<file path="src/rtl/music_box_pkg.sv">
// Shared types and state codes for the MusicBoxState_* handshake.
package music_box_pkg;
  typedef logic [4:0] music_box_state_t;

  localparam music_box_state_t STATE_DO_NOTHING = 5'd0;
  localparam music_box_state_t STATE_PLAY_SONG0 = 5'd1;

  typedef enum logic [1:0] {
    IDLE    = 2'd0,
    ACTIVE  = 2'd1,
    RELEASE = 2'd2
  } ctrl_fsm_t;
endpackage

</file>
<file path="src/rtl/music_box_state_controller_if.sv">
// Request/state-bus signals between the UI front end, the controller and the state modules.
interface music_box_state_controller_if;
  import music_box_pkg::*;

  logic             requestValid;
  music_box_state_t requestState;
  logic             stateComplete;
  music_box_state_t currentState;
  logic             busy;
  logic             timeoutPulse;
  logic [31:0]      debugString;

  modport master (
    input  requestValid, requestState, stateComplete,
    output currentState, busy, timeoutPulse, debugString
  );

  modport slave (
    output requestValid, requestState, stateComplete,
    input  currentState, busy, timeoutPulse, debugString
  );
endinterface

</file>
<file path="src/rtl/music_box_cycle_timer.sv">
// Clearable saturating up-counter; reached is high once the count is at or past term.
module music_box_cycle_timer #(
  parameter int WIDTH = 8
) (
  input  logic             clk,
  input  logic             rst,
  input  logic             clr,
  input  logic [WIDTH-1:0] term,
  output logic             reached
);
  logic [WIDTH-1:0] cnt_q, cnt_d;

  always_comb begin
    cnt_d = cnt_q;
    if (clr)              cnt_d = '0;
    else if (cnt_q != '1) cnt_d = cnt_q + 1'b1;
  end

  always_ff @(posedge clk) begin
    if (rst) cnt_q <= '0;
    else     cnt_q <= cnt_d;
  end

  assign reached = (cnt_q >= term);
endmodule

</file>
<file path="src/rtl/music_box_state_controller.sv">
// Drives the shared currentState bus: IDLE -> ACTIVE until stateComplete/watchdog/abort,
// then a RELEASE holdoff so slow-clocked state modules always see the bus return to 0.
module music_box_state_controller
  import music_box_pkg::*;
#(
  parameter int NUM_STATES     = 8,
  parameter int TIMEOUT_CYCLES = 500000000,
  parameter int HOLDOFF_CYCLES = 50000
) (
  input  logic clock_50Mhz,
  input  logic reset,
  music_box_state_controller_if.master bus
);
  localparam int MAX_CYC = (TIMEOUT_CYCLES > HOLDOFF_CYCLES) ? TIMEOUT_CYCLES : HOLDOFF_CYCLES;
  localparam int CW      = $clog2(MAX_CYC + 1);

  localparam logic [CW-1:0]    TO_TERM  = CW'(TIMEOUT_CYCLES - 1);
  localparam logic [CW-1:0]    HO_TERM  = CW'(HOLDOFF_CYCLES - 1);
  localparam music_box_state_t MAX_CODE = music_box_state_t'(NUM_STATES - 1);

  ctrl_fsm_t        state_q, state_d;
  music_box_state_t code_q, code_d;
  music_box_state_t cur_q, cur_d;
  logic             busy_q, busy_d;
  logic             pulse_q, pulse_d;
  logic [15:0]      cmpl_q, cmpl_d;
  logic [7:0]       to_q, to_d;
  logic             tmr_clr, tmr_reached;
  logic [CW-1:0]    tmr_term;

  // One timer serves both the watchdog (ACTIVE) and the holdoff (RELEASE).
  assign tmr_term = (state_q == ACTIVE) ? TO_TERM : HO_TERM;

  music_box_cycle_timer #(.WIDTH(CW)) u_timer (
    .clk     (clock_50Mhz),
    .rst     (reset),
    .clr     (tmr_clr),
    .term    (tmr_term),
    .reached (tmr_reached)
  );

  always_comb begin
    state_d = state_q;
    code_d  = code_q;
    pulse_d = 1'b0;
    cmpl_d  = cmpl_q;
    to_d    = to_q;
    unique case (state_q)
      IDLE: begin
        if (bus.requestValid && bus.requestState != STATE_DO_NOTHING &&
            bus.requestState <= MAX_CODE && !bus.stateComplete) begin
          state_d = ACTIVE;
          code_d  = bus.requestState;
        end
      end
      ACTIVE: begin
        if (bus.stateComplete) begin
          state_d = RELEASE;
          cmpl_d  = cmpl_q + 16'd1;
        end else if (tmr_reached) begin
          state_d = RELEASE;
          pulse_d = 1'b1;
          to_d    = to_q + 8'd1;
        end else if (bus.requestValid && bus.requestState == STATE_DO_NOTHING) begin
          state_d = RELEASE;
        end
      end
      RELEASE: begin
        if (tmr_reached && !bus.stateComplete) state_d = IDLE;
      end
      default: state_d = IDLE;
    endcase
    // Timer restarts on every phase change and is held at 0 while idle.
    tmr_clr = (state_d != state_q) || (state_q == IDLE);
    cur_d   = (state_d == ACTIVE) ? code_d : STATE_DO_NOTHING;
    busy_d  = (state_d != IDLE);
  end

  always_ff @(posedge clock_50Mhz) begin
    if (reset) begin
      state_q <= IDLE;
      code_q  <= STATE_DO_NOTHING;
      cur_q   <= STATE_DO_NOTHING;
      busy_q  <= 1'b0;
      pulse_q <= 1'b0;
      cmpl_q  <= '0;
      to_q    <= '0;
    end else begin
      state_q <= state_d;
      code_q  <= code_d;
      cur_q   <= cur_d;
      busy_q  <= busy_d;
      pulse_q <= pulse_d;
      cmpl_q  <= cmpl_d;
      to_q    <= to_d;
    end
  end

  assign bus.currentState = cur_q;
  assign bus.busy         = busy_q;
  assign bus.timeoutPulse = pulse_q;
  assign bus.debugString  = {cmpl_q, to_q, state_q, 1'b0, cur_q};
endmodule

</file>
<file path="src/flat_wrapper.sv">
// flat-port wrapper written by rule: the top's interface ports become plain ports
module music_box_state_controller_flat import music_box_pkg::*;
#(
  parameter int NUM_STATES     = 8,
  parameter int TIMEOUT_CYCLES = 500000000,
  parameter int HOLDOFF_CYCLES = 50000
)
  (clock_50Mhz, reset, bus_requestValid, bus_requestState, bus_stateComplete, bus_currentState, bus_busy, bus_timeoutPulse, bus_debugString);
  music_box_state_controller_if bus_i ();
  input  logic clock_50Mhz;
  input  logic reset;
  input wire logic [$bits(bus_i.requestValid)-1:0] bus_requestValid;
  input wire logic [$bits(bus_i.requestState)-1:0] bus_requestState;
  input wire logic [$bits(bus_i.stateComplete)-1:0] bus_stateComplete;
  output wire logic [$bits(bus_i.currentState)-1:0] bus_currentState;
  output wire logic [$bits(bus_i.busy)-1:0] bus_busy;
  output wire logic [$bits(bus_i.timeoutPulse)-1:0] bus_timeoutPulse;
  output wire logic [$bits(bus_i.debugString)-1:0] bus_debugString;
  assign bus_i.requestValid = bus_requestValid;
  assign bus_i.requestState = bus_requestState;
  assign bus_i.stateComplete = bus_stateComplete;
  assign bus_currentState = bus_i.currentState;
  assign bus_busy = bus_i.busy;
  assign bus_timeoutPulse = bus_i.timeoutPulse;
  assign bus_debugString = bus_i.debugString;
  music_box_state_controller #(.NUM_STATES(NUM_STATES), .TIMEOUT_CYCLES(TIMEOUT_CYCLES), .HOLDOFF_CYCLES(HOLDOFF_CYCLES)) u_core (.clock_50Mhz(clock_50Mhz), .reset(reset), .bus(bus_i));
endmodule
</file>
<file path="config.mk">
export PLATFORM = sky130hd
export DESIGN_NAME = music_box_state_controller_flat
export DESIGN_NICKNAME = d
export VERILOG_FILES = /design/src/rtl/music_box_pkg.sv /design/src/rtl/music_box_state_controller_if.sv /design/src/rtl/music_box_cycle_timer.sv /design/src/rtl/music_box_state_controller.sv /design/src/flat_wrapper.sv
export SDC_FILE = /design/constraint.sdc
export NUM_CORES = 1
export LEC_CHECK = 0
export CAP_MARGIN = 20
export CORE_MARGIN = 5
export CORE_UTILIZATION = 43
export DETAILED_ROUTE_END_ITERATION = 10
export SYNTH_ARGS = -nofsm -noshare
export SYNTH_HDL_FRONTEND = slang
export SYNTH_HIERARCHICAL = 1
export SYNTH_SLANG_ARGS = --single-unit
</file>
<file path="constraint.sdc">
create_clock -name clock_50Mhz -period 5 [get_ports clock_50Mhz]
set_input_delay 0.5 -clock clock_50Mhz [delete_from_list [all_inputs] [get_ports clock_50Mhz]]
set_output_delay 0.5 -clock clock_50Mhz [all_outputs]
set_load 0.02 [all_outputs]
</file>
==> results.ini, run 1 <==
[placed_design]
place.gp.congestion=0.8111
dpl.hpwl_um=6484
io_buffers=46

[timing]
finalHoldViolCount=0
fin_tns_setup_ps=0
hold_ws_ps=444.4
max_freq_mhz=234.2
worstMarginPinSlew_ps=692.2
skew_ps=9.472
slew-limit-headroom_pct=53.85
post-route-period-util_pct=85.41
slew_violations=0
setup_viol=0
rsz0062_at_grt=no
period_minus_slack_ps=4270

[clock_tree]
htree_num_levels=3
cts_buffers=9
cts_sinks=67
root_buffer=clkbuf_8
cts_tree=yes
post_cts_buffers=0
cts_hold_buf=0
clk_latency_ps=340
clk_pin_slew_ps=80
cts_resized=0
cts_max_path_buffers=2

[worst_setup_path]
r2r_setup_slack_ps=730
crit_type=register to register
setup.worst_path.end_class=register
arrival_ps=4540
worstPathMaxFanout=28
critPathLaunchType=register
cp.required_ps=5270

[logic_synthesis]
synth_area_leader_cell=dfxtp_1
synthFlopType=dfxtp_1
synth_top_area_share_pct=34.75
syn_area_per_cell_um2=8.694
ys_ff_latch=67
syn-cell-area_um2=3860
synth_area_leaders=dfxtp_1, ha_1, nor2_1
synth_cells=444
synth-seq-area-share_pct=34.75
synth_edf_count=0
synth.distinct_cells=56
synth-warning-count=6
async_flop_share_pct=0
yosysMostFrequentCell=dfxtp_1
synth_common_cells=dfxtp_1, nor2_1, ha_1, inv_1, nand2_1

[finish]
area_delta_synth_final_pct=19.38
layout-drive-gt1-share_pct=10.40
fin_nets=536
n_antenna_cell=0

[detailed_routing]
drtIter0Drc=96
first_pass_iters=4
dr_total_vias=3242
drc_errors=0
ant_nets=0
drt-total-wl_um=8641
wl_per_cell_um=14.21
viasPerCell=5.332

[global_route]
grt_pass1_wl_um=14680
grt_pass1_vias=3113
grt_use_total_pct=16.03
grt_max_degree=37
antenna_found_initial=0
grt_remaining_overflow=0

[hold_path]
holdCritPathClass=register to register

[die]
die_area_um2=10970
placementRows=34
core_um2=8721
die_w_um=104.7
num_io_pins=48
dieHeight_um=104.7
start_util_pct=44.26

[power]
p_leak_nw=1.750
finalPower_mw=1.083
ir_drop_mv=0.1201
p_per_area_nw_per_um2=235.1

[run_status]
outcome=finished clean

[flow_run]
cap_violations=0

-- registers in the layout, indices dropped and copies added (netlist names) --
signal	flops
u_core/u_timer/cnt_q	29
u_core/bus.timeoutPulse	1
u_core/state_q	2
u_core/bus.currentState	5
u_core/bus.busy	1
u_core/cmpl_q	16
u_core/to_q	8
u_core/code_q	5
-- critical path, cell delays in order, from the launching register on --
cell       delay [ps]
dfxtp_1           360
nand2b_1          260
inv_2             280
inv_1              80
ha_1              340
a21oi_1           160
o21ai_0           120
a2111oi_0         510
a21o_1            200
a31oi_1            70
nor2_1            170
nor4bb_1          300
nor2b_1            90
or2_2             570
or4_1             590
o21ai_1           100
-- stage by stage --
stage	cell area [µm²]	util, %	instances	setup slack [ps]
after floorplan	3901	-	455	1249
final	4608	52.84	608	729.6
after global routing	4608	52.84	608	278.0
after detailed placement	4367	50.07	591	835.2
after CTS	4593	52.67	607	767.1
after global placement	4367	50.07	591	951.2
-- cell usage in the layout (no fill, tap or decap), types with 4 or more instances in the layout --
cell              n
a21oi_1          22
nor2_1           47
xor2_1           20
dfxtp_1          67
clkdlybuf4s50_1  46
mux2i_1           5
nand4_1          18
inv_1            32
or4_1             9
a31oi_1           4
o31ai_2           4
conb_1           13
o21ai_1           5
a21oi_2           9
and3_1            9
o21ai_0          11
nand2_1          32
and4_1            5
o211ai_1          4
xnor2_1           4
and2_1            6
clkbuf_8         10
nor3_1            5
o31ai_1           4
or3_1            16
nand3_1          13
ha_1             32
-- per-layer routing --
layer | up-vias | wire length (µm) | global-route usage (%)
met1 | 1505 | 3885 | 19.40
met2 | 58 | 4233 | 27.56
met4 | 0 | 187 | 6.667
met3 | 16 | 334 | 3.268
li1 | 1663 | - | -
met5 | - | 0 | 0
-- final timing paths --
kind	start	end	cells past startpoint
setup reg to reg	u_core/state_q[1]$_SDFF_PP0_	u_core/u_timer/cnt_q[26]$_SDFFE_PP0P_	15
setup / recovery	u_core/state_q[1]$_SDFF_PP0_	u_core/u_timer/cnt_q[26]$_SDFFE_PP0P_	15
hold / removal	u_core/code_q[4]$_SDFF_PP0_	u_core/bus.currentState[4]$_SDFF_PP0_	2
hold reg to reg	u_core/code_q[4]$_SDFF_PP0_	u_core/bus.currentState[4]$_SDFF_PP0_	2
-- cells by family after synthesis --
group                      Yosys count  share of synthesized area [%]
AOI/OAI and AO/OA                   78                          14.13
xor gates and xnor gates            24                          5.446
adders and majority gates           32                          10.37
buffers and inverters               53                          6.969
DFF                                 67                          34.75
muxes                                5                          1.297
other                                2                         0.1946
and+or+nand+nor                    183                          26.84
-- final cells by class --
cell class	count	area [µm²]
Tap cell	108	135.1
Clock inverter	6	88.84
Clock buffer	10	137.6
Multi-Input combinational cell	335	2291
Sequential cell	67	1341
Fill cell	835	4113
Inverter	33	123.9
Timing Repair Buffer	49	490.5
-- power breakdown --
group	internal [mW]	switching, mW	total (mW)	leakage, nW
Clock	0.294	0.211	0.505	0.108
Combinational	0.0172	0.0248	0.0420	1.10
Sequential	0.535	0.00121	0.536	0.540
Total	0.846	0.237	1.08	1.75
Power figures use the tool's default switching activity.
==> run 2: changes to the inputs <==
--- a/config.mk
+++ b/config.mk
@@ -8,6 +8,7 @@
 export CAP_MARGIN = 20
 export CORE_MARGIN = 5
 export CORE_UTILIZATION = 43
+export CTS_CLUSTER_DIAMETER = 60
 export DETAILED_ROUTE_END_ITERATION = 10
 export SYNTH_ARGS = -nofsm -noshare
 export SYNTH_HDL_FRONTEND = slang
==> results of run 2 <==
Same layout as run 1: the final DEF is identical, and so are final timing and power.
==> run 3: changes to the inputs <==
--- a/config.mk
+++ b/config.mk
@@ -5,6 +5,7 @@
 export SDC_FILE = /design/constraint.sdc
 export NUM_CORES = 1
 export LEC_CHECK = 0
+export ABC_AREA = 1
 export CAP_MARGIN = 20
 export CORE_MARGIN = 5
 export CORE_UTILIZATION = 43
==> run 3 against run 2 <==
Compared with the run above:
- via count is 26% higher
- critical path type unchanged
- power is 4.7% lower
- utilization is 0.55 points lower
- synthesized cell count is 51% higher
- final area is 11% higher
- sequential power hardly changed
- setup slack better by 760 ps
- global-route usage is 1.3 points higher
- critical endpoint is now u_core/u_timer/cnt_q[4]$_SDFFE_PP0P_
==> results.ini, run 3 <==
[die]
dieHeight_um=110.7  ; was 104.7 µm
die_w_um=110.7  ; was 104.7 µm
core_um2=9819  ; was 8721 µm²
placementRows=36  ; was 34
start_util_pct=44.42  ; was 44.26%
num_io_pins=48  ; unchanged
die_area_um2=12260  ; was 10,970 µm²

[logic_synthesis]
synth_top_area_share_pct=30.75  ; was 34.75%
synth_cells=672  ; was 444
synth.distinct_cells=30  ; was 56
ys_ff_latch=67  ; unchanged
syn_area_per_cell_um2=6.491  ; was 8.694 µm²
synthFlopType=dfxtp_1  ; unchanged
synth_edf_count=0  ; unchanged
synth-seq-area-share_pct=30.75  ; was 34.75%
syn-cell-area_um2=4362  ; was 3860 µm²
synth-warning-count=6  ; unchanged
synth_area_leaders=dfxtp_1, nand2_1, inv_1  ; was dfxtp_1, ha_1, nor2_1
yosysMostFrequentCell=nand2_1  ; was dfxtp_1
synth_common_cells=nand2_1, inv_1, nor2_1  ; was dfxtp_1, nor2_1, ha_1, inv_1, nand2_1
async_flop_share_pct=0  ; unchanged
synth_area_leader_cell=dfxtp_1  ; unchanged

[worst_setup_path]
r2r_start=u_core/state_q[0]$_SDFF_PP0_  ; was u_core/state_q[1]$_SDFF_PP0_
worstPathMaxFanout=19  ; was 28
setup.worst_path.end_class=register  ; unchanged
crit_type=register to register  ; unchanged
arrival_ps=3730  ; was 4540 ps
cp.required_ps=5210  ; was 5270 ps
critPathLaunchType=register  ; unchanged
critPathLaunch=u_core/state_q[0]$_SDFF_PP0_  ; was u_core/state_q[1]$_SDFF_PP0_

[clock_tree]
root_buffer=clkbuf_8  ; unchanged
post_cts_buffers=0  ; unchanged
clk_latency_ps=340  ; about the same
cts_resized=0  ; unchanged
cts_buffers=9  ; unchanged
cts_sinks=67  ; unchanged
clk_pin_slew_ps=70  ; was 80 ps
htree_num_levels=3  ; unchanged
cts_tree=yes  ; unchanged
cts_hold_buf=0  ; unchanged
cts_max_path_buffers=2  ; unchanged

[hold_path]
hold_start=u_core/code_q[4]$_SDFF_PP0_  ; unchanged
holdCritPathClass=register to register  ; unchanged

[run_status]
outcome=finished clean  ; unchanged

[placed_design]
dp_slack_ps=1462  ; was 835.2 ps
io_buffers=46  ; unchanged
place.gp.congestion=0.8637  ; was 0.8111
dpl.hpwl_um=8206  ; was 6484 µm

[finish]
layout_commonest_cell=nand2_1  ; was dfxtp_1
utilization_pct=52.29  ; was 52.84%
fin_nets=769  ; was 536
largest_register=u_core/u_timer/cnt_q  ; unchanged
area_delta_synth_final_pct=17.73  ; was 19.38%
layout_common_cells=nand2_1, inv_1, nor2_1  ; was dfxtp_1, nor2_1, clkdlybuf4s50_1
layout-drive-gt1-share_pct=6.003  ; was 10.40%
n_antenna_cell=0  ; unchanged
top_regs=u_core/u_timer/cnt_q x29, u_core/cmpl_q x16, u_core/to_q x8  ; unchanged
largest_reg_flops=29  ; unchanged
fillCellCount=1034  ; was 835

[timing]
worstMarginPinSlew_ps=798.0  ; was 692.2 ps
skew_ps=8.581  ; was 9.472 ps
finalHoldViolCount=0  ; unchanged
final.setup.worst_slack_ps=1488  ; was 729.6 ps
setup_viol=0  ; unchanged
max_freq_mhz=284.7  ; was 234.2 MHz
slew_violations=0  ; unchanged
rsz0062_at_grt=no  ; unchanged
fin_tns_setup_ps=0  ; unchanged
slew-limit-headroom_pct=46.63  ; was 53.85%
post-route-period-util_pct=70.25  ; was 85.41%
period_minus_slack_ps=3512  ; was 4270 ps

[detailed_routing]
drt-total-wl_um=10450  ; was 8641 µm
wl_per_cell_um=12.06  ; was 14.21 µm
ant_nets=0  ; unchanged
viasPerCell=4.736  ; was 5.332
first_pass_iters=4  ; unchanged
drc_errors=0  ; unchanged
dr_total_vias=4101  ; was 3,242
drtIter0Drc=163  ; was 96

[global_route]
grt_max_degree=22  ; was 37
grt_use_total_pct=17.31  ; was 16.03%
grt_pass1_vias=3918  ; was 3,113
grt_pass1_wl_um=17740  ; was 14,680 µm
antenna_found_initial=0  ; unchanged
grt_remaining_overflow=0  ; unchanged

[power]
p_per_area_nw_per_um2=201.1  ; was 235.1 nW/µm²
p_leak_nw=2.325  ; was 1.750 nW
ir_drop_mv=0.1215  ; was 0.1201 mV

[flow_run]
cap_violations=0  ; unchanged

-- run 3: cell types whose count changed after synthesis, moves of 16 or more --
cell	delta
inv_1	+79
or3_1	-16
xor2_1	-16
nor2_1	+62
nand3_1	+28
nand2_1	+150
-- run 3: path summary, 6_finish.rpt --
path,to,slack (ps),depth (start not counted)
setup / recovery,u_core/u_timer/cnt_q[4]$_SDFFE_PP0P_,1490,20
hold / removal,u_core/code_q[4]$_SDFF_PP0_,460,2
setup reg to reg,u_core/u_timer/cnt_q[4]$_SDFFE_PP0P_,1490,20
hold reg to reg,u_core/code_q[4]$_SDFF_PP0_,460,2
-- run 3: logic make-up after synthesis --
logic type                 Yosys count  share of synthesized area (%)
other                                2                         0.1722
xor gates and xnor gates            12                          2.410
adders and majority gates           32                          9.179
and+or+nand+nor                    379                          39.19
AOI/OAI and AO/OA                   52                          6.340
DFF                                 67                          30.75
buffers and inverters              128                          11.96
-- run 3: routing by layer --
layer	global-route usage [%]	share of wire, %
met3	3.712	3.2
met5	0	0
met4	5.583	1.6
met2	31.67	50
met1	19.93	45
-- run 3: area by class of cell --
type	count	area [µm²]	area share, %
Inverter	115	431.7	8.406
Clock buffer	14	152.6	2.973
Tap cell	133	166.4	3.241
Multi-Input combinational cell	488	2540	49.46
Sequential cell	67	1341	26.12
Clock inverter	2	35.03	0.6823
Timing Repair Buffer	47	467.9	9.113
-- run 3: through the flow --
| stage | total power [mW] | instance area [µm²] | hold WS, ps | cells |
|---|---|---|---|---|
| 5_1_grt | 1.078 | 5135 | 486.1 | 866 |
| 2_1_floorplan | 0.5803 | 4403 | 426.8 | 683 |
| 6_report | 1.033 | 5135 | 455.1 | 866 |
| 4_1_cts | 1.044 | 5135 | 454.9 | 866 |
| 3_5_place_dp | 0.5962 | 4947 | 442.5 | 850 |
| 3_3_place_gp | 0.5952 | 4947 | 436.0 | 850 |
-- run 3: where the power goes --
part	total, mW	leakage (nW)	switching [mW]	internal [mW]
registers	0.536	0.540	0.00119	0.535
clock network	0.449	0.0947	0.204	0.244
logic	0.0477	1.69	0.0296	0.0181
total	1.03	2.32	0.235	0.798
-- run 3: worst max-delay path, stage by stage, from the launching register on --
cell	delay [ps]
dfxtp_1	420
inv_1	110
nor2_2	560
inv_1	100
ha_1	320
nand2_1	70
nor2_1	180
nand2_1	80
nor2_1	100
nand3b_1	80
nand2_1	70
nor2_1	30
nand2_1	90
nand2_1	110
nand3_1	110
inv_1	50
a31oi_1	130
nor2_1	70
buf_4	230
inv_1	350
nor2_1	100
